File: src/rtl/md5_pkg.sv
// Shared definitions for the md5 brute-force search block.
// Holds the digest/candidate widths, the ASCII digit base, the scheduler
// state enum and the default md5 core latency.
package md5_pkg;
  localparam int DIGEST_W         = 128;
  localparam int CAND_W           = 64;
  localparam int DEFAULT_PIPE_LAT = 64;

  localparam logic [7:0]        ASCII_ZERO    = 8'h30;
  localparam logic [CAND_W-1:0] ALL_ZERO_CAND = {8{ASCII_ZERO}};

  typedef enum logic [2:0] {
    IDLE,
    RUN,
    DRAIN,
    FOUND,
    EXHAUSTED
  } sched_state_t;
endpackage

File: src/rtl/md5_crack_scheduler_if.sv
// Bus between the search scheduler and its bank of md5 cores.
//   att_bus     : candidate per core, 64 bits per core (scheduler -> cores)
//   hash_bus    : digest per core, 128 bits per core (cores -> scheduler)
//   ret_att_bus : candidate that produced hash_bus, per core (cores -> scheduler)
// Handshake: there is no valid/ready pair on this bus. The cores accept a new
// att every cycle with no backpressure, and the scheduler decides on its own
// which hash outputs are meaningful by delaying a valid bit per core through
// a pipeline matching the core latency.
interface md5_crack_scheduler_if
  import md5_pkg::*;
#(
  parameter int N_CORES = 3
);
  logic [CAND_W*N_CORES-1:0]   att_bus;
  logic [DIGEST_W*N_CORES-1:0] hash_bus;
  logic [CAND_W*N_CORES-1:0]   ret_att_bus;

  modport master (output att_bus, input hash_bus, input ret_att_bus);
  modport slave  (input att_bus, output hash_bus, output ret_att_bus);
endinterface

File: src/rtl/bcd_ascii_adder.sv
// Combinational adder for 8-digit ASCII decimal numbers.
//   a         : 8 ASCII digits, most significant digit in the top byte
//   inc       : increment 0..9 added to the least significant digit
//   sum       : a + inc, still ASCII, each byte keeps its upper nibble
//   carry_out : set when the sum wrapped past "99999999"
module bcd_ascii_adder
  import md5_pkg::*;
(
  input  logic [CAND_W-1:0] a,
  input  logic [3:0]        inc,
  output logic [CAND_W-1:0] sum,
  output logic              carry_out
);
  logic [4:0] dsum;
  logic [3:0] dig;
  logic [3:0] carry;

  // Carry ripples byte by byte; only the low nibble of each byte carries the
  // digit value, so the ASCII '3' nibble is simply passed through.
  always_comb begin
    sum   = '0;
    dsum  = '0;
    dig   = '0;
    carry = inc;
    for (int k = 0; k < 8; k++) begin
      dsum = {1'b0, a[8*k +: 4]} + {1'b0, carry};
      if (dsum > 5'd9) begin
        // dsum is 10..18; 4-bit wraparound of (dsum - 10) gives 0..8
        dig   = dsum[3:0] - 4'd10;
        carry = 4'd1;
      end else begin
        dig   = dsum[3:0];
        carry = 4'd0;
      end
      sum[8*k +: 8] = {a[8*k+4 +: 4], dig};
    end
    carry_out = carry[0];
  end
endmodule

File: src/rtl/md5_crack_scheduler.sv
// Drives a bank of pipelined md5 cores through an ASCII decimal password
// search from "00000000" up to LAST_CAND, N_CORES candidates per cycle.
// Ports:
//   clk, reset    : clock, synchronous active-high reset
//   start         : pulse; begins a fresh search (ignored while busy)
//   abort         : back to IDLE; beats start and a simultaneous match
//   target_hash   : digest to find, captured on an accepted start
//   cores         : md5 core bus (att out, hash / returned att in)
//   busy          : searching (RUN or DRAIN)
//   found         : a match was reported, password is valid
//   exhausted     : every candidate was tried without a match
//   password      : matching candidate, latched
//   cycles        : RUN+DRAIN cycle count, saturating, frozen at the end
//   state_dbg     : current FSM state
module md5_crack_scheduler
  import md5_pkg::*;
#(
  parameter int                N_CORES   = 3,
  parameter int                PIPE_LAT  = DEFAULT_PIPE_LAT,
  parameter logic [CAND_W-1:0] LAST_CAND = "99999999"
) (
  input  logic                  clk,
  input  logic                  reset,
  input  logic                  start,
  input  logic                  abort,
  input  logic [DIGEST_W-1:0]   target_hash,
  md5_crack_scheduler_if.master cores,
  output logic                  busy,
  output logic                  found,
  output logic                  exhausted,
  output logic [CAND_W-1:0]     password,
  output logic [31:0]           cycles,
  output sched_state_t          state_dbg
);
  localparam int DCW = $clog2(PIPE_LAT + 1);

  sched_state_t               state;
  logic [CAND_W-1:0]          base;
  logic [CAND_W-1:0]          base_next;
  logic                       base_ovf;
  logic [CAND_W*N_CORES-1:0]  cand;
  logic [N_CORES-1:0]         cand_ovf;
  logic [N_CORES-1:0]         cand_ok;
  logic [CAND_W*N_CORES-1:0]  att_q;
  logic [N_CORES-1:0]         vld_att;
  logic [N_CORES-1:0]         vpipe [PIPE_LAT];
  logic [DIGEST_W-1:0]        target_q;
  logic [DCW-1:0]             drain_cnt;
  logic [N_CORES-1:0]         hit;
  logic                       hit_any;
  logic [CAND_W-1:0]          hit_att;
  logic                       group_has_last;
  logic [31:0]                cycles_inc;

  assign cores.att_bus = att_q;
  assign state_dbg     = state;

  for (genvar i = 0; i < N_CORES; i++) begin : g_core
    bcd_ascii_adder u_cand_add (
      .a         (base),
      .inc       (4'(i)),
      .sum       (cand[CAND_W*i +: CAND_W]),
      .carry_out (cand_ovf[i])
    );
    // ASCII digits compare in the same order as their numeric values
    assign cand_ok[i] = !cand_ovf[i] && (cand[CAND_W*i +: CAND_W] <= LAST_CAND);
    assign hit[i] = vpipe[PIPE_LAT-1][i] &&
                    (cores.hash_bus[DIGEST_W*i +: DIGEST_W] == target_q);
  end

  bcd_ascii_adder u_base_add (
    .a         (base),
    .inc       (4'(N_CORES)),
    .sum       (base_next),
    .carry_out (base_ovf)
  );

  // The group containing LAST_CAND is the last one issued: either its top
  // candidate is masked, equals LAST_CAND, or the next base would wrap.
  assign group_has_last = !cand_ok[N_CORES-1] ||
                          (cand[CAND_W*(N_CORES-1) +: CAND_W] == LAST_CAND) ||
                          base_ovf;

  // Lowest core index wins: scan downwards so the last assignment is core 0.
  always_comb begin
    hit_any = 1'b0;
    hit_att = '0;
    for (int i = N_CORES - 1; i >= 0; i--) begin
      if (hit[i]) begin
        hit_any = 1'b1;
        hit_att = cores.ret_att_bus[CAND_W*i +: CAND_W];
      end
    end
  end

  assign cycles_inc = (cycles == 32'hFFFF_FFFF) ? cycles : cycles + 32'd1;

  always_ff @(posedge clk) begin
    if (reset) begin
      state     <= IDLE;
      busy      <= 1'b0;
      found     <= 1'b0;
      exhausted <= 1'b0;
      password  <= '0;
      cycles    <= '0;
      base      <= ALL_ZERO_CAND;
      att_q     <= {N_CORES{ALL_ZERO_CAND}};
      vld_att   <= '0;
      target_q  <= '0;
      drain_cnt <= '0;
      for (int s = 0; s < PIPE_LAT; s++) vpipe[s] <= '0;
    end else begin
      // Valid pipeline shifts every cycle; stage 0 lines up with att_q.
      vpipe[0] <= vld_att;
      for (int s = 1; s < PIPE_LAT; s++) vpipe[s] <= vpipe[s-1];
      vld_att <= '0;

      if (abort) begin
        state     <= IDLE;
        busy      <= 1'b0;
        found     <= 1'b0;
        exhausted <= 1'b0;
        cycles    <= '0;
        for (int s = 0; s < PIPE_LAT; s++) vpipe[s] <= '0;
      end else begin
        case (state)
          IDLE, FOUND, EXHAUSTED: begin
            if (state == IDLE) cycles <= '0;
            if (start) begin
              state     <= RUN;
              busy      <= 1'b1;
              found     <= 1'b0;
              exhausted <= 1'b0;
              cycles    <= '0;
              target_q  <= target_hash;
              base      <= ALL_ZERO_CAND;
              for (int s = 0; s < PIPE_LAT; s++) vpipe[s] <= '0;
            end
          end
          RUN: begin
            if (hit_any) begin
              state    <= FOUND;
              busy     <= 1'b0;
              found    <= 1'b1;
              password <= hit_att;
            end else begin
              att_q   <= cand;
              vld_att <= cand_ok;
              base    <= base_next;
              cycles  <= cycles_inc;
              if (group_has_last) begin
                state     <= DRAIN;
                drain_cnt <= '0;
              end
            end
          end
          DRAIN: begin
            if (hit_any) begin
              state    <= FOUND;
              busy     <= 1'b0;
              found    <= 1'b1;
              password <= hit_att;
            end else if (drain_cnt == DCW'(PIPE_LAT)) begin
              state     <= EXHAUSTED;
              busy      <= 1'b0;
              exhausted <= 1'b1;
            end else begin
              drain_cnt <= drain_cnt + DCW'(1);
              cycles    <= cycles_inc;
            end
          end
          default: state <= IDLE;
        endcase
      end
    end
  end
endmodule

File: src/flat_wrapper.sv
// flat-port wrapper written by rule: the top's interface ports become plain ports
module md5_crack_scheduler_flat import md5_pkg::*;
#(
  parameter int                N_CORES   = 3,
  parameter int                PIPE_LAT  = DEFAULT_PIPE_LAT,
  parameter logic [CAND_W-1:0] LAST_CAND = "        "
)
  (clk, reset, start, abort, target_hash, busy, found, exhausted, password, cycles, state_dbg, cores_att_bus, cores_hash_bus, cores_ret_att_bus);
  md5_crack_scheduler_if #(.N_CORES(N_CORES)) cores_i ();
  input  logic clk;
  input  logic reset;
  input  logic start;
  input  logic abort;
  input  logic [DIGEST_W-1:0] target_hash;
  output logic busy;
  output logic found;
  output logic exhausted;
  output logic [CAND_W-1:0] password;
  output logic [31:0] cycles;
  output sched_state_t state_dbg;
  output wire logic [$bits(cores_i.att_bus)-1:0] cores_att_bus;
  input wire logic [$bits(cores_i.hash_bus)-1:0] cores_hash_bus;
  input wire logic [$bits(cores_i.ret_att_bus)-1:0] cores_ret_att_bus;
  assign cores_att_bus = cores_i.att_bus;
  assign cores_i.hash_bus = cores_hash_bus;
  assign cores_i.ret_att_bus = cores_ret_att_bus;
  md5_crack_scheduler #(.N_CORES(N_CORES), .PIPE_LAT(PIPE_LAT), .LAST_CAND(LAST_CAND)) u_core (.clk(clk), .reset(reset), .start(start), .abort(abort), .target_hash(target_hash), .cores(cores_i), .busy(busy), .found(found), .exhausted(exhausted), .password(password), .cycles(cycles), .state_dbg(state_dbg));
endmodule
File: config.mk
export PLATFORM = sky130hd
export DESIGN_NAME = md5_crack_scheduler_flat
export DESIGN_NICKNAME = d
export VERILOG_FILES = /design/src/rtl/md5_pkg.sv /design/src/rtl/md5_crack_scheduler_if.sv /design/src/rtl/bcd_ascii_adder.sv /design/src/rtl/md5_crack_scheduler.sv /design/src/flat_wrapper.sv
export SDC_FILE = /design/constraint.sdc
export NUM_CORES = 2
export LEC_CHECK = 0
export CELL_PAD_IN_SITES_DETAIL_PLACEMENT = 1
export CELL_PAD_IN_SITES_GLOBAL_PLACEMENT = 1
export CORE_AREA = 2 2 393 395
export CTS_BUF_LIST = sky130_fd_sc_hd__clkbuf_8
export CTS_CLUSTER_DIAMETER = 100
export DETAILED_ROUTE_END_ITERATION = 8
export DIE_AREA = 0 0 395 397
export PLACE_DENSITY_LB_ADDON = 0.12
export SLEW_MARGIN = 25
export SYNTH_ARGS = -nofsm -noshare
export SYNTH_HDL_FRONTEND = slang
export SYNTH_HIERARCHICAL = 1
export SYNTH_SLANG_ARGS = --single-unit
File: constraint.sdc
create_clock -name clk -period 39.9 [get_ports clk]
set_input_delay 7.98 -clock clk [delete_from_list [all_inputs] [get_ports clk]]
set_output_delay 7.98 -clock clk [all_outputs]
set_load 0.005 [all_outputs]
==> out/results.md <==
| Result | Value |
|---|---|
| Root Driver | sky130_fd_sc_hd__clkbuf_8 |
| Power after layout | 1.68 mW |
| Number of enable flip-flop cells after synthesis | 96 |
| Skew-Pair Late Insertion Delay | 0.84 ns |
| Switching power as a share of total power | 27.4% |
| Worst endpoint required time | 40.64 ns |
| Max-slew headroom at the worst pin | 23.1% |
| Number of distinct library cell variants in the gate-level netlist after synthesis | 77 |
| Cell at the slowest stage of the critical path | sky130_fd_sc_hd__nor3_1 |
| Net count of the finished layout | 6,581 |
| Number of max-cap violations | 0 |
| Measured slew at the worst slew-check pin | 1.12 ns |
| Logic gate share of total power | 11.6% |
| First drt pass iteration count | 5 |
| Peak per-stage delay on the critical path | 0.57 ns |
| Share of layout cells above drive strength 1 | 5.78% |
| # Post-CTS Setup Buffers | 0 |
| Residual DRC | 0 |
| Number of failing setup endpoints in the final timing report | 0 |
| Fraction of the yosys area taken by sequential cells | 36.8% |
| Wire length of the first global-routing pass | 316 mm |
| Placement Cell Area | 51,500 µm² |
| Num Clock Sinks | 688 |
| Via count | 40,700 |
| Path type of the worst setup path | reg2reg |
| Final critical-path share of the clock period | 42.9% |
| Setup TNS after final layout | 0 ns |
| Via count of the first global-routing pass | 41,200 |
| Count of hold-fix buffers inserted at cts | 0 |
| Global placer's final weighted congestion | 1.01 |
| GR Overflow Total | 0 |
| Worst hold margin | 0.414 ns |
| Clk network pwr share | 44.4% |
| Vias per cell | 5.12 |
| Final hold viol count | 0 |
| Pins over their slew limit | 0 |
| H-Tree Depth | 4 |
| Count of yosys warnings during synthesis | 6 |
| Main synth FF type | sky130_fd_sc_hd__dfxtp_1 |
| Buffers from clock root to sink, at most | 3 |
| TritonCTS buffer count | 140 |
| Kind of start point of the critical path | register |
| Number of DRC markers in iteration 0 | 2,385 |
| Post-synthesis instance area | 40,100 µm² |
| Area grow syn2layout | 35.6% |
| Leading cell types in the layout, fill and taps excluded | sky130_fd_sc_hd__clkdlybuf4s50_1 (1,000), sky130_fd_sc_hd__dfxtp_1 (591), sky130_fd_sc_hd__nand2_1 (565) |
| Wire per inst | 28.7 µm |
| Post-layout min period | 17.12 ns |
| Die Footprint | 157,000 µm² |
| Internal power component | 1.22 mW |
| Async SR Flop Fraction | 0% |
| Sum of routed wire length over all layers | 228 mm |
| Number of I/O pins | 1,002 |
| Power share of the sequential group | 44.0% |
| Endpoint type of the worst setup path | register |
| Synth Register Bits | 688 |
| Cell count after synthesis | 4,865 |
| Fin Clk Skew | 0.0547 ns |
| Fill count | 17,800 |
| Core region area | 153,000 µm² |
| Worst Path Arrival | 17.86 ns |
| Starting density of the core | 26.2% |
| VDD IR-drop max | 0.0000211 V |
| Fmax | 0.0584 GHz |
| Number of cells on the worst reg-to-reg path | 58 |
| FP Rows | 144 |
| Run status | complete, no violations |
| TritonCTS clock tree | yes |
| Critical path fanouts, max | 9 |
| Reg2Reg Setup Slack | 22.78 ns |
| Switching power summed over all nets | 0.461 mW |
| Total non-filler cell area in the finished layout | 54,400 µm² |
| Power density relative to cell area | 31.0 nW/µm² |
| Vertical extent of the die | 397 µm |
| Detailed-placement wirelength estimate | 181 mm |
| Port Buf Inserts | 1,001 |
| Class of the worst hold path | reg2reg |
| Cells resized by post-CTS repair | 0 |
| Overall fraction of global-route tracks in use | 28.0% |
| Most common cell type on the critical path | sky130_fd_sc_hd__ha_1 |
| Setup repair after global routing missed its margin | false |
| Number of stages on the worst hold path | 1 |
| Most common library cell in the layout ignoring fill and taps | sky130_fd_sc_hd__clkdlybuf4s50_1 |
| Die width | 395 µm |
| Initial antenna violation count | 66 |
| Total leakage power | 19.9 nW |
| Register clock-pin slew on the reported worst setup and hold paths | 0.06 ns |
| Number of nets with antenna violations after routing | 0 |
| Syn Area/Cell | 8.24 µm² |
| Pin count of the biggest net entering global routing | 104 |
-- state kept, by name, indices dropped and copies added, names as in the netlist --
signal,count
u_core/target_q,128
u_core/exhausted,1
u_core/drain_cnt,7
u_core/busy,1
u_core/cores.att_bus,192
u_core/base,64
u_core/password,64
u_core/vld_att,3
u_core/state_dbg,3
u_core/vpipe,192
u_core/cycles,32
u_core/found,1
-- worst max-delay path: cells and delay by family (launching register included) --
kind                     cells  cell delay [ns]
AO/OA/AOI/OAI               14             3.20
adder cells (fa/ha/maj)     23             6.88
multiplexers                 1             0.29
flip-flops                   1             0.53
XOR/XNOR                     8             2.12
AND/OR/NAND/NOR             11             3.88
buffers and inverters        1             0.14
-- power by group through the flow --
stage / sequential, mW / combinational, mW / clock (mW)
4_1_cts: 0.739 / 0.194 / 0.778
3_3_place_gp: 0.754 / 0.193 / 0
3_5_place_dp: 0.754 / 0.193 / 0
2_1_floorplan: 0.738 / 0.0760 / 0
5_1_grt: 0.740 / 0.206 / 0.810
6_report: 0.740 / 0.195 / 0.747
-- area by class of cell --
class / count / area, µm² / share of cell area [%]
Antenna cell: 39 / 97.6 / 0.180
Clock buffer: 174 / 2390 / 4.41
Clock inverter: 70 / 394 / 0.725
Inverter: 176 / 661 / 1.22
Multi-Input combinational cell: 3698 / 23000 / 42.4
Sequential cell: 688 / 14700 / 27.1
Tap cell: 2044 / 2560 / 4.71
Timing Repair Buffer: 1058 / 10500 / 19.3
-- worst paths after layout --
path / startpoint / to
setup / recovery: u_core/base[1] / u_core/drain_cnt[2]
hold / removal: u_core/vpipe[1][19] / u_core/vpipe[1][22]
setup reg to reg: u_core/base[1] / u_core/drain_cnt[2]
hold reg to reg: u_core/vpipe[1][19] / u_core/vpipe[1][22]
-- per-layer routing --
metal  GRT usage [%]  part of all wire (%)
met5               0                 0.081
met4            13.6                   5.0
met1            33.0                    41
met3            6.67                   5.8
met2            47.7                    48
-- cell families after synthesis --
logic type	share of synthesized area [%]
AND/OR/NAND/NOR	24.6
AO/OA/AOI/OAI	19.7
flip-flops	36.8
buffers and inverters	7.12
XOR/XNOR	5.98
adder cells (fa/ha/maj)	3.54
multiplexers	2.32
other	0.0187
-- synth_stat cells (29+ instances only) --
cell                        number  area, µm²
sky130_fd_sc_hd__nand4_1       125        782
sky130_fd_sc_hd__o21bai_1       29        218
sky130_fd_sc_hd__buf_4         137       1030
sky130_fd_sc_hd__clkbuf_1      177        664
sky130_fd_sc_hd__a2111oi_0      42        368
sky130_fd_sc_hd__inv_1         173        649
sky130_fd_sc_hd__nor2_1        258        968
sky130_fd_sc_hd__nand2b_1       91        569
sky130_fd_sc_hd__nand2_1       565       2120
sky130_fd_sc_hd__and2_1        307       1920
sky130_fd_sc_hd__a21o_1         30        225
sky130_fd_sc_hd__a22o_1        139       1220
sky130_fd_sc_hd__nor3b_1        59        443
sky130_fd_sc_hd__a21oi_1       354       1770
sky130_fd_sc_hd__nor2b_1       133        832
sky130_fd_sc_hd__nor3_1         93        465
sky130_fd_sc_hd__o211ai_1       40        300
sky130_fd_sc_hd__o22ai_1        60        375
sky130_fd_sc_hd__nor4_1         63        394
sky130_fd_sc_hd__mux2_2         40        450
sky130_fd_sc_hd__ha_1          107       1340
sky130_fd_sc_hd__dfxtp_1       592      11900
sky130_fd_sc_hd__mux2i_1        48        480
sky130_fd_sc_hd__xnor2_1       182       1590
sky130_fd_sc_hd__xor2_1         84        736
sky130_fd_sc_hd__o21ai_1        53        265
sky130_fd_sc_hd__nand3_1       101        505
sky130_fd_sc_hd__buf_2          90        450
sky130_fd_sc_hd__a221oi_1       36        315
sky130_fd_sc_hd__edfxtp_1       96       2880
sky130_fd_sc_hd__o21ai_0       227       1140
-- stage by stage --
stage | setup WS, ns | cells | utilization (%)
2_1_floorplan | 25.65 | 4979 | -
3_3_place_gp | 23.24 | 7664 | 33.6
3_5_place_dp | 22.95 | 7664 | 33.6
4_1_cts | 22.77 | 7908 | 35.5
5_1_grt | 21.15 | 7933 | 35.5
6_report | 22.78 | 7947 | 35.5
Power figures use the tool's default switching activity.
